===== src/rtl/sys_ctrl_pkg.sv =====
// sys_ctrl_pkg: command opcodes, controller state encoding and ALU operand addresses.
package sys_ctrl_pkg;
  localparam logic [7:0] CMD_RF_WR = 8'hAA;
  localparam logic [7:0] CMD_RF_RD = 8'hBB;
  localparam logic [7:0] CMD_ALU_OP = 8'hCC;
  localparam logic [7:0] CMD_ALU_NOP = 8'hDD;
  localparam int OP_A_ADDR = 0;
  localparam int OP_B_ADDR = 1;
  typedef enum logic [3:0] {
    ST_IDLE, ST_WR_ADDR, ST_WR_DATA, ST_RD_ADDR, ST_RD_WAIT, ST_OP_A,
    ST_OP_B, ST_ALU_FUN_S, ST_ALU_WAIT, ST_TX_BYTE, ST_TX_LO, ST_TX_HI
  } state_t;
endpackage


===== src/rtl/sys_ctrl.sv =====
// sys_ctrl: UART command decoder driving the register file, the ALU and the TX FIFO.
module sys_ctrl
  import sys_ctrl_pkg::*;
#(
  parameter int DATA_WIDTH = 8,
  parameter int ADDR_WIDTH = 4,
  parameter int ALU_FUN_WIDTH = 4
) (
  input  logic                      CLK,
  input  logic                      RST,
  input  logic [DATA_WIDTH-1:0]     RX_P_DATA,
  input  logic                      RX_D_VLD,
  output logic [DATA_WIDTH-1:0]     TX_P_DATA,
  output logic                      TX_D_VLD,
  input  logic                      FIFO_FULL,
  output logic [ADDR_WIDTH-1:0]     ADDRESS,
  output logic                      WR_EN,
  output logic                      RD_EN,
  output logic [DATA_WIDTH-1:0]     WR_DATA,
  input  logic [DATA_WIDTH-1:0]     RD_DATA,
  input  logic                      RD_DATA_VLD,
  output logic                      ALU_EN,
  output logic [ALU_FUN_WIDTH-1:0]  ALU_FUN,
  input  logic [2*DATA_WIDTH-1:0]   ALU_OUT,
  input  logic                      ALU_OUT_VLD,
  output logic                      CLK_GATE_EN
);
  state_t state, cmd_next;
  logic [DATA_WIDTH-1:0] rd_buf;
  logic [2*DATA_WIDTH-1:0] alu_buf;
  logic alu_pend;
  always_comb
    cmd_next = (RX_P_DATA == DATA_WIDTH'(CMD_RF_WR))   ? ST_WR_ADDR :
               (RX_P_DATA == DATA_WIDTH'(CMD_RF_RD))   ? ST_RD_ADDR :
               (RX_P_DATA == DATA_WIDTH'(CMD_ALU_OP))  ? ST_OP_A :
               (RX_P_DATA == DATA_WIDTH'(CMD_ALU_NOP)) ? ST_ALU_FUN_S : ST_IDLE;
  // alu_pend delays ALU_EN one cycle behind the clock-gate enable
  always_ff @(posedge CLK or posedge RST)
    if (RST) begin
      state <= ST_IDLE;
      TX_P_DATA <= '0;
      TX_D_VLD <= 1'b0;
      ADDRESS <= '0;
      WR_EN <= 1'b0;
      RD_EN <= 1'b0;
      WR_DATA <= '0;
      ALU_EN <= 1'b0;
      ALU_FUN <= '0;
      CLK_GATE_EN <= 1'b0;
      rd_buf <= '0;
      alu_buf <= '0;
      alu_pend <= 1'b0;
    end else begin
      WR_EN <= 1'b0;
      RD_EN <= 1'b0;
      ALU_EN <= 1'b0;
      TX_D_VLD <= 1'b0;
      case (state)
        ST_IDLE: if (RX_D_VLD) state <= cmd_next;
        ST_WR_ADDR: if (RX_D_VLD) begin
          ADDRESS <= RX_P_DATA[ADDR_WIDTH-1:0];
          state <= ST_WR_DATA;
        end
        ST_WR_DATA: if (RX_D_VLD) begin
          WR_DATA <= RX_P_DATA;
          WR_EN <= 1'b1;
          state <= ST_IDLE;
        end
        ST_RD_ADDR: if (RX_D_VLD) begin
          ADDRESS <= RX_P_DATA[ADDR_WIDTH-1:0];
          RD_EN <= 1'b1;
          state <= ST_RD_WAIT;
        end
        ST_RD_WAIT: if (RD_DATA_VLD) begin
          rd_buf <= RD_DATA;
          state <= ST_TX_BYTE;
        end
        ST_OP_A: if (RX_D_VLD) begin
          ADDRESS <= ADDR_WIDTH'(OP_A_ADDR);
          WR_DATA <= RX_P_DATA;
          WR_EN <= 1'b1;
          state <= ST_OP_B;
        end
        ST_OP_B: if (RX_D_VLD) begin
          ADDRESS <= ADDR_WIDTH'(OP_B_ADDR);
          WR_DATA <= RX_P_DATA;
          WR_EN <= 1'b1;
          state <= ST_ALU_FUN_S;
        end
        ST_ALU_FUN_S: if (RX_D_VLD) begin
          ALU_FUN <= RX_P_DATA[ALU_FUN_WIDTH-1:0];
          CLK_GATE_EN <= 1'b1;
          alu_pend <= 1'b1;
          state <= ST_ALU_WAIT;
        end
        ST_ALU_WAIT: if (alu_pend) begin
          ALU_EN <= 1'b1;
          alu_pend <= 1'b0;
        end else if (ALU_OUT_VLD) begin
          alu_buf <= ALU_OUT;
          CLK_GATE_EN <= 1'b0;
          state <= ST_TX_LO;
        end
        ST_TX_BYTE: if (!FIFO_FULL) begin
          TX_P_DATA <= rd_buf;
          TX_D_VLD <= 1'b1;
          state <= ST_IDLE;
        end
        ST_TX_LO: if (!FIFO_FULL) begin
          TX_P_DATA <= alu_buf[DATA_WIDTH-1:0];
          TX_D_VLD <= 1'b1;
          state <= ST_TX_HI;
        end
        ST_TX_HI: if (!FIFO_FULL) begin
          TX_P_DATA <= alu_buf[2*DATA_WIDTH-1:DATA_WIDTH];
          TX_D_VLD <= 1'b1;
          state <= ST_IDLE;
        end
        default: state <= ST_IDLE;
      endcase
    end
endmodule


===== config.mk =====
export PLATFORM = sky130hd
export DESIGN_NAME = sys_ctrl
export DESIGN_NICKNAME = d
export VERILOG_FILES = /design/src/rtl/sys_ctrl_pkg.sv /design/src/rtl/sys_ctrl.sv
export SDC_FILE = /design/constraint.sdc
export NUM_CORES = 1
export LEC_CHECK = 0
export CORE_ASPECT_RATIO = 1.4
export CORE_MARGIN = 2
export CORE_UTILIZATION = 49
export CTS_CLUSTER_SIZE = 14
export DETAILED_ROUTE_END_ITERATION = 16
export PLACE_DENSITY = 0.8
export SETUP_SLACK_MARGIN = 0.3
export SLEW_MARGIN = 20
export SYNTH_ARGS = -nofsm -noshare
export SYNTH_HDL_FRONTEND = slang
export SYNTH_SLANG_ARGS = --single-unit
export TNS_END_PERCENT = 50

===== constraint.sdc =====
create_clock -name CLK -period 2 [get_ports CLK]
set_input_delay 0.4 -clock CLK [delete_from_list [all_inputs] [get_ports CLK]]
set_output_delay 0.4 -clock CLK [all_outputs]
set_load 0.03 [all_outputs]

==> flow_summary.json, run 1 <==
{
  "outcome": "finished clean",
  "hold_ws_ps": 427,
  "p_leak_uw": 0.00175,
  "synthFlopType": "dfrtp_1",
  "syn_inst": 223,
  "hold_class": "in2async",
  "drc_errors": 0,
  "cp.arrival_ps": 2040,
  "grt_pass1_wl_mm": 10.1,
  "cellPowerDensity_nw_per_um2": 1280,
  "crit_required_ps": 2210,
  "start_util_pct": 50.9,
  "root_buffer": "clkbuf_8",
  "yosysSeqAreaShare_pct": 54.8,
  "avgRoutedWirePerCell_um": 16.2,
  "place_congestion": 0.850,
  "drv_slew": 0,
  "drive_gt1_share_pct": 26.4,
  "final_util_pct": 72.2,
  "io_buffers": 66,
  "internal_power_uw": 3150,
  "cp_num_buf_inv": 1,
  "dp.cells": 362,
  "clkTransAtPathRegs_ps": 60,
  "syn_to_final_growth_pct": 41.8,
  "fillCellCount": 392,
  "die_y_um": 91.0,
  "track_usage_pct": 22.5,
  "slew_headroom_pct": 68.3,
  "cts_buffers": 9,
  "critPathKind": "reg2reg",
  "dp_hpwl_mm": 4.44,
  "critPathMaxStageDelay_ps": 430,
  "p_seq_share_pct": 38.3,
  "cp_max_fo": 6,
  "dieWidth_um": 66.1,
  "fin_crit_sh_pct": 91.5,
  "n_antenna_cell": 0,
  "irDropWorstVdd_mv": 0.753,
  "postRouteAntennaNets": 0,
  "crit_slowest_cell": "dfrtp_2",
  "p_switching_uw": 1650,
  "synthDistinctLibCells": 40,
  "clock_sinks": 58,
  "worstSkewPairLatency_ps": 340,
  "start_kind": "flip-flop",
  "power.total_uw": 4790,
  "coreArea_um2": 5200,
  "crit_family": "compound AO/OA/AOI/OAI gates",
  "grt_overflow_total": 0,
  "ys_ff_latch": 58,
  "grt_pass1_vias": 2214,
  "setup_violations": 0,
  "met2_usage_pct": 39.2,
  "htreeDepth": 3,
  "grt.busiest_layer": "met2",
  "detail_route.vias_per_cell": 5.29,
  "clockBufferDepth": 2,
  "timing.setup.tns_ps": 0,
  "use_met1_pct": 24.9,
  "dr_total_vias": 2012,
  "synth.area.top_cells": "dfrtp_1, mux2_2, o21ai_0",
  "use_met3_pct": 5.95,
  "worst_pin_slew_ps": 474,
  "drt_first_pass_iters": 4,
  "syn_area_um2": 2650,
  "synth.top_cell.area_share_pct": 54.8,
  "postCtsHoldBufs": 0,
  "worstPathCellList": "buf_4 > nor2_1 > a221oi_4 > or2_1 > a2111o_1",
  "pwr-share-clk_pct": 21.5,
  "antenna_found_initial": 0,
  "avgSynthCellArea_um2": 11.9,
  "dieArea_um2": 6020,
  "hold_viol": 0,
  "fin_nets": 348,
  "period_minus_slack_ps": 1830,
  "swShare_pct": 34.3,
  "grt_max_degree": 23,
  "pwr-share-comb_pct": 40.2,
  "drt_iter0_markers": 116,
  "synth-edff-count": 0,
  "yosysWarnings": 0,
  "finClkSkew_ps": 7.23,
  "fmax_mhz": 547,
  "cap_violations": 0,
  "cts_tree": "yes",
  "synth_nets": 261,
  "rsz0062_at_grt": "true",
  "cp-end-kind": "flip-flop",
  "totalWireLength_mm": 6.15,
  "io_pins": 67,
  "yosysTopAreaCell": "dfrtp_1",
  "rows": 31,
  "async_flop_share_pct": 100,
  "fin_cells": 380
}
what timing repair did:
| item | 4_1_cts | 5_1_grt |
|---|---|---|
| buffers inserted | 3 | 0 |
| setup endpoints to repair | 39 | 64 |
| gates resized for setup | 18 | 10 |
| pin swaps | 3 | 0 |
final cells by class:
type | count | area (um^2) | share of cell area, %
Clock buffer | 12 | 145 | 3.87
Timing Repair Buffer | 89 | 877 | 23.4
Clock inverter | 3 | 40.0 | 1.07
Inverter | 4 | 18.8 | 0.500
Multi-Input combinational cell | 148 | 1140 | 30.3
Tap cell | 66 | 82.6 | 2.20
Sequential cell | 58 | 1450 | 38.7
cells by family (layout without fill, tap and decap cells):
kind of cell	after synthesis	count (layout)	share of synthesized area, %
buffers and inverters	17	108	2.98
and+or+nand+nor	60	60	12.9
DFF	58	58	54.8
xor gates and xnor gates	2	2	0.662
muxes	44	44	18.3
AOI/OAI and AO/OA	42	42	10.3
metal layers:
metal  share of wire, %  wire length, um
met5                  0                0
met4                2.6              160
met3                3.6              222
met2                 56             3450
met1                 38             2320
synthesized netlist by cell type (2+ instances only):
master     n
dfrtp_1   58
mux2_2    36
o21ai_0   29
nand2_1   25
mux2i_1    8
clkbuf_1   6
nor2_1     5
inv_1      4
and2_1     3
and3b_1    3
buf_2      3
nor2b_1    3
nor3_1     3
nor4bb_1   3
a2111o_1   2
a21boi_0   2
buf_1      2
nand3b_1   2
nand4_1    2
o31ai_1    2
or2_1      2
xnor2_1    2
final timing paths:
| path | cells after the start | endpoint | start | slack [ps] |
|---|---|---|---|---|
| min in group CLK | 2 | TX_P_DATA[5] | TX_P_DATA[5] | 470 |
| min reg2reg | 2 | TX_P_DATA[5] | TX_P_DATA[5] | 470 |
| max | 5 | state[1] | state[0] | 170 |
| max reg2reg | 5 | state[1] | state[0] | 170 |
| min | 2 | TX_P_DATA[3] | RST | 430 |
| max in group asynchronous | 3 | alu_buf[9] | RST | 1120 |
worst reg2reg max path, cell delays in order (launching register included):
cell	delay (ps)
dfrtp_2	430
buf_4	170
nor2_1	260
a221oi_4	140
or2_1	280
a2111o_1	430
sequential cells by signal, summed over array words and instances (netlist names):
name         count
ADDRESS          4
ALU_EN           1
ALU_FUN          4
CLK_GATE_EN      1
RD_EN            1
TX_D_VLD         1
TX_P_DATA        8
WR_DATA          8
WR_EN            1
alu_buf         16
alu_pend         1
rd_buf           8
state            4
cell usage in the layout (no fill, tap or decap), types with 2 or more instances in the layout:
| cell type | netlist | routed |
|---|---|---|
| a2111o_1 | 2 | 2 |
| a21boi_0 | 2 | 2 |
| and2_1 | 3 | 2 |
| and3b_1 | 3 | 2 |
| buf_12 | 0 | 5 |
| buf_4 | 1 | 18 |
| clkbuf_1 | 6 | 2 |
| clkbuf_8 | 0 | 10 |
| clkdlybuf4s50_1 | 0 | 48 |
| clkinv_2 | 0 | 2 |
| dfrtp_1 | 58 | 57 |
| dlygate4sd2_1 | 0 | 17 |
| inv_1 | 4 | 3 |
| mux2_2 | 36 | 36 |
| mux2i_1 | 8 | 8 |
| nand2_1 | 25 | 25 |
| nand3_2 | 1 | 2 |
| nand3b_1 | 2 | 2 |
| nand4_1 | 2 | 2 |
| nor2_1 | 5 | 5 |
| nor2b_1 | 3 | 3 |
| nor3_1 | 3 | 3 |
| nor4bb_1 | 3 | 3 |
| o21ai_0 | 29 | 28 |
| o31ai_1 | 2 | 2 |
| or2_1 | 2 | 2 |
| xnor2_1 | 2 | 2 |
stage by stage:
stage / area (um^2) / worst slack, ps
after CTS: 3720 / 184
final: 3750 / 171
after global placement: 3530 / -16.5
after floorplan: 2650 / 199
after detailed placement: 3530 / -40.3
after global routing: 3750 / 115
power groups by stage:
stage               clock, uW  combinational (uW)  sequential [uW]
floorplan                   0                 912             2120
global placement            0                1830             1850
detailed placement          0                1890             1870
CTS                      1050                1880             1840
global route             1110                2070             1890
finish                   1030                1920             1830
(Power assumes the default switching activity.)
==> run 2, diff against run 1 <==
Settings changed: CAP_MARGIN set to 20.
==> results of run 2 <==
Same layout as run 1: the final DEF is identical, and so are final timing and power.
==> run 3, diff against run 2 <==
Settings changed: CORE_UTILIZATION 49 to 50, PLACE_DENSITY 0.8 to 0.81.
Clock period 2 ns to 2.3 ns, I/O delays scaled along.
==> flow_summary.json, run 3 (same netlist as run 1, synthesis figures left out) <==
{
  "largest_reg_flops": 16,
  "slew_headroom_pct": 62.6,
  "antenna_found_initial": 0,
  "critPathMaxStageDelay_ps": 480,
  "p_seq_share_pct": 38.4,
  "cap_violations": 0,
  "cts_buffers": 9,
  "fin_crit_sh_pct": 82.8,
  "period_minus_slack_ps": 1910,
  "hold_path.startpoint": "ADDRESS[3]",
  "hold_viol": 0,
  "reg2reg_slack_ps": 390,
  "grt_pass1_wl_mm": 9.54,
  "postCtsHoldBufs": 0,
  "top_register": "alu_buf",
  "p_switching_uw": 1440,
  "hold_class": "reg2reg",
  "fin_cells": 365,
  "drv_slew": 0,
  "track_usage_pct": 21.5,
  "worstSkewPairLatency_ps": 340,
  "drc_errors": 0,
  "drt_first_pass_iters": 4,
  "r2r-start": "state[1]",
  "post_cts_buffers": 0,
  "avgRoutedWirePerCell_um": 15.9,
  "worstRegToRegCells": 4,
  "root_buffer": "clkbuf_8",
  "rsz0062_at_grt": "false",
  "worstPathCellList": "or3b_4 > a221oi_4 > nor3_2 > a2111o_1",
  "rows": 31,
  "htreeDepth": 3,
  "irDropWorstVdd_mv": 0.642,
  "dr_total_vias": 1951,
  "critPathKind": "reg2reg",
  "finClkSkew_ps": 6.36,
  "crit_slowest_cell": "dfrtp_1",
  "dieWidth_um": 65.5,
  "postRouteAntennaNets": 0,
  "clockBufferDepth": 2,
  "hold_depth": 2,
  "cp.arrival_ps": 2120,
  "io_buffers": 66,
  "coreArea_um2": 5160,
  "timing.setup.tns_ps": 0,
  "cp_num_buf_inv": 0,
  "crit_start": "state[1]",
  "cp_max_fo": 9,
  "p_leak_uw": 0.00159,
  "totalWireLength_mm": 5.79,
  "outcome": "finished clean",
  "syn_to_final_growth_pct": 36.3,
  "cellPowerDensity_nw_per_um2": 1160,
  "start_kind": "flip-flop",
  "io_pins": 67,
  "detail_route.vias_per_cell": 5.35,
  "grt_max_degree": 59,
  "reg2reg_to": "state[1]",
  "dp.cells": 349,
  "cts_tree": "yes",
  "grt_pass1_vias": 1991,
  "crit_family": "compound AO/OA/AOI/OAI gates",
  "drive_gt1_share_pct": 21.7,
  "pwr-share-comb_pct": 37.1,
  "post_cts_resized": 0,
  "final_common_cell": "clkdlybuf4s50_1",
  "dieArea_um2": 5900,
  "drt_iter0_markers": 92,
  "pwr-share-clk_pct": 24.5,
  "fmax_mhz": 525,
  "clkTransAtPathRegs_ps": 70,
  "start_util_pct": 51.3,
  "crit_required_ps": 2520,
  "cp-end-kind": "flip-flop",
  "n_antenna_cell": 0,
  "setup_violations": 0,
  "die_y_um": 90.1,
  "clock_sinks": 58,
  "internal_power_uw": 2760,
  "worstHoldEndpoint": "ADDRESS[3]",
  "dp_hpwl_mm": 4.11,
  "place_congestion": 0.804,
  "swShare_pct": 34.3,
  "most-common-layout-cells": "clkdlybuf4s50_1, dfrtp_1, mux2_2",
  "grt_overflow_total": 0,
  "fin_nets": 332,
  "worst_pin_slew_ps": 560,
  "power.total_uw": 4200
}
run 3: power groups by stage:
stage	Combinational, uW	Clock, uW	Sequential [uW]
floorplan	792	0	1840
global placement	1530	0	1610
detailed placement	1570	0	1630
CTS	1580	1050	1610
global route	1690	1090	1650
finish	1560	1030	1610
run 3: area by class of cell:
cell class	count	area, um^2
Timing Repair Buffer	73	726
Multi-Input combinational cell	148	1120
Clock inverter	7	93.8
Fill cell	394	1550
Clock buffer	9	124
Inverter	4	15.0
Tap cell	66	82.6
Sequential cell	58	1450
run 3: tightest hold or removal path, delay by kind of cell (launching register included):
family           cells  cell delay [ps]
AO/OA/AOI/OAI        1               60
flip-flops           1              340
AND/OR/NAND/NOR      1               50
run 3: worst max-delay path by stage:
stage               depth (start not counted)          to  slack, ps
detailed placement                          4  WR_DATA[2]        140
floorplan                                   1  ADDRESS[0]        410
finish                                      4    state[1]        390
CTS                                         4    state[1]        400
global route                                3  alu_buf[5]        320
global placement                            4  WR_DATA[1]        140
run 3: layer usage:
layer	share of wire, %	track usage [%]	vias to the layer above
li1	-	-	936
met1	41	26.0	963
met2	54	36.0	48
met3	4.0	6.13	4
met4	0.98	8.16	0
met5	0	0	-
run 3: metrics by stage:
step	hold slack, ps	setup WS [ps]	instance area [um^2]	utilization [%]
global placement	462	140	3390	65.8
CTS	488	396	3610	70.0
detailed placement	473	138	3390	65.8
floorplan	474	412	2650	-
global route	513	320	3610	70.0
finish	483	395	3610	70.0
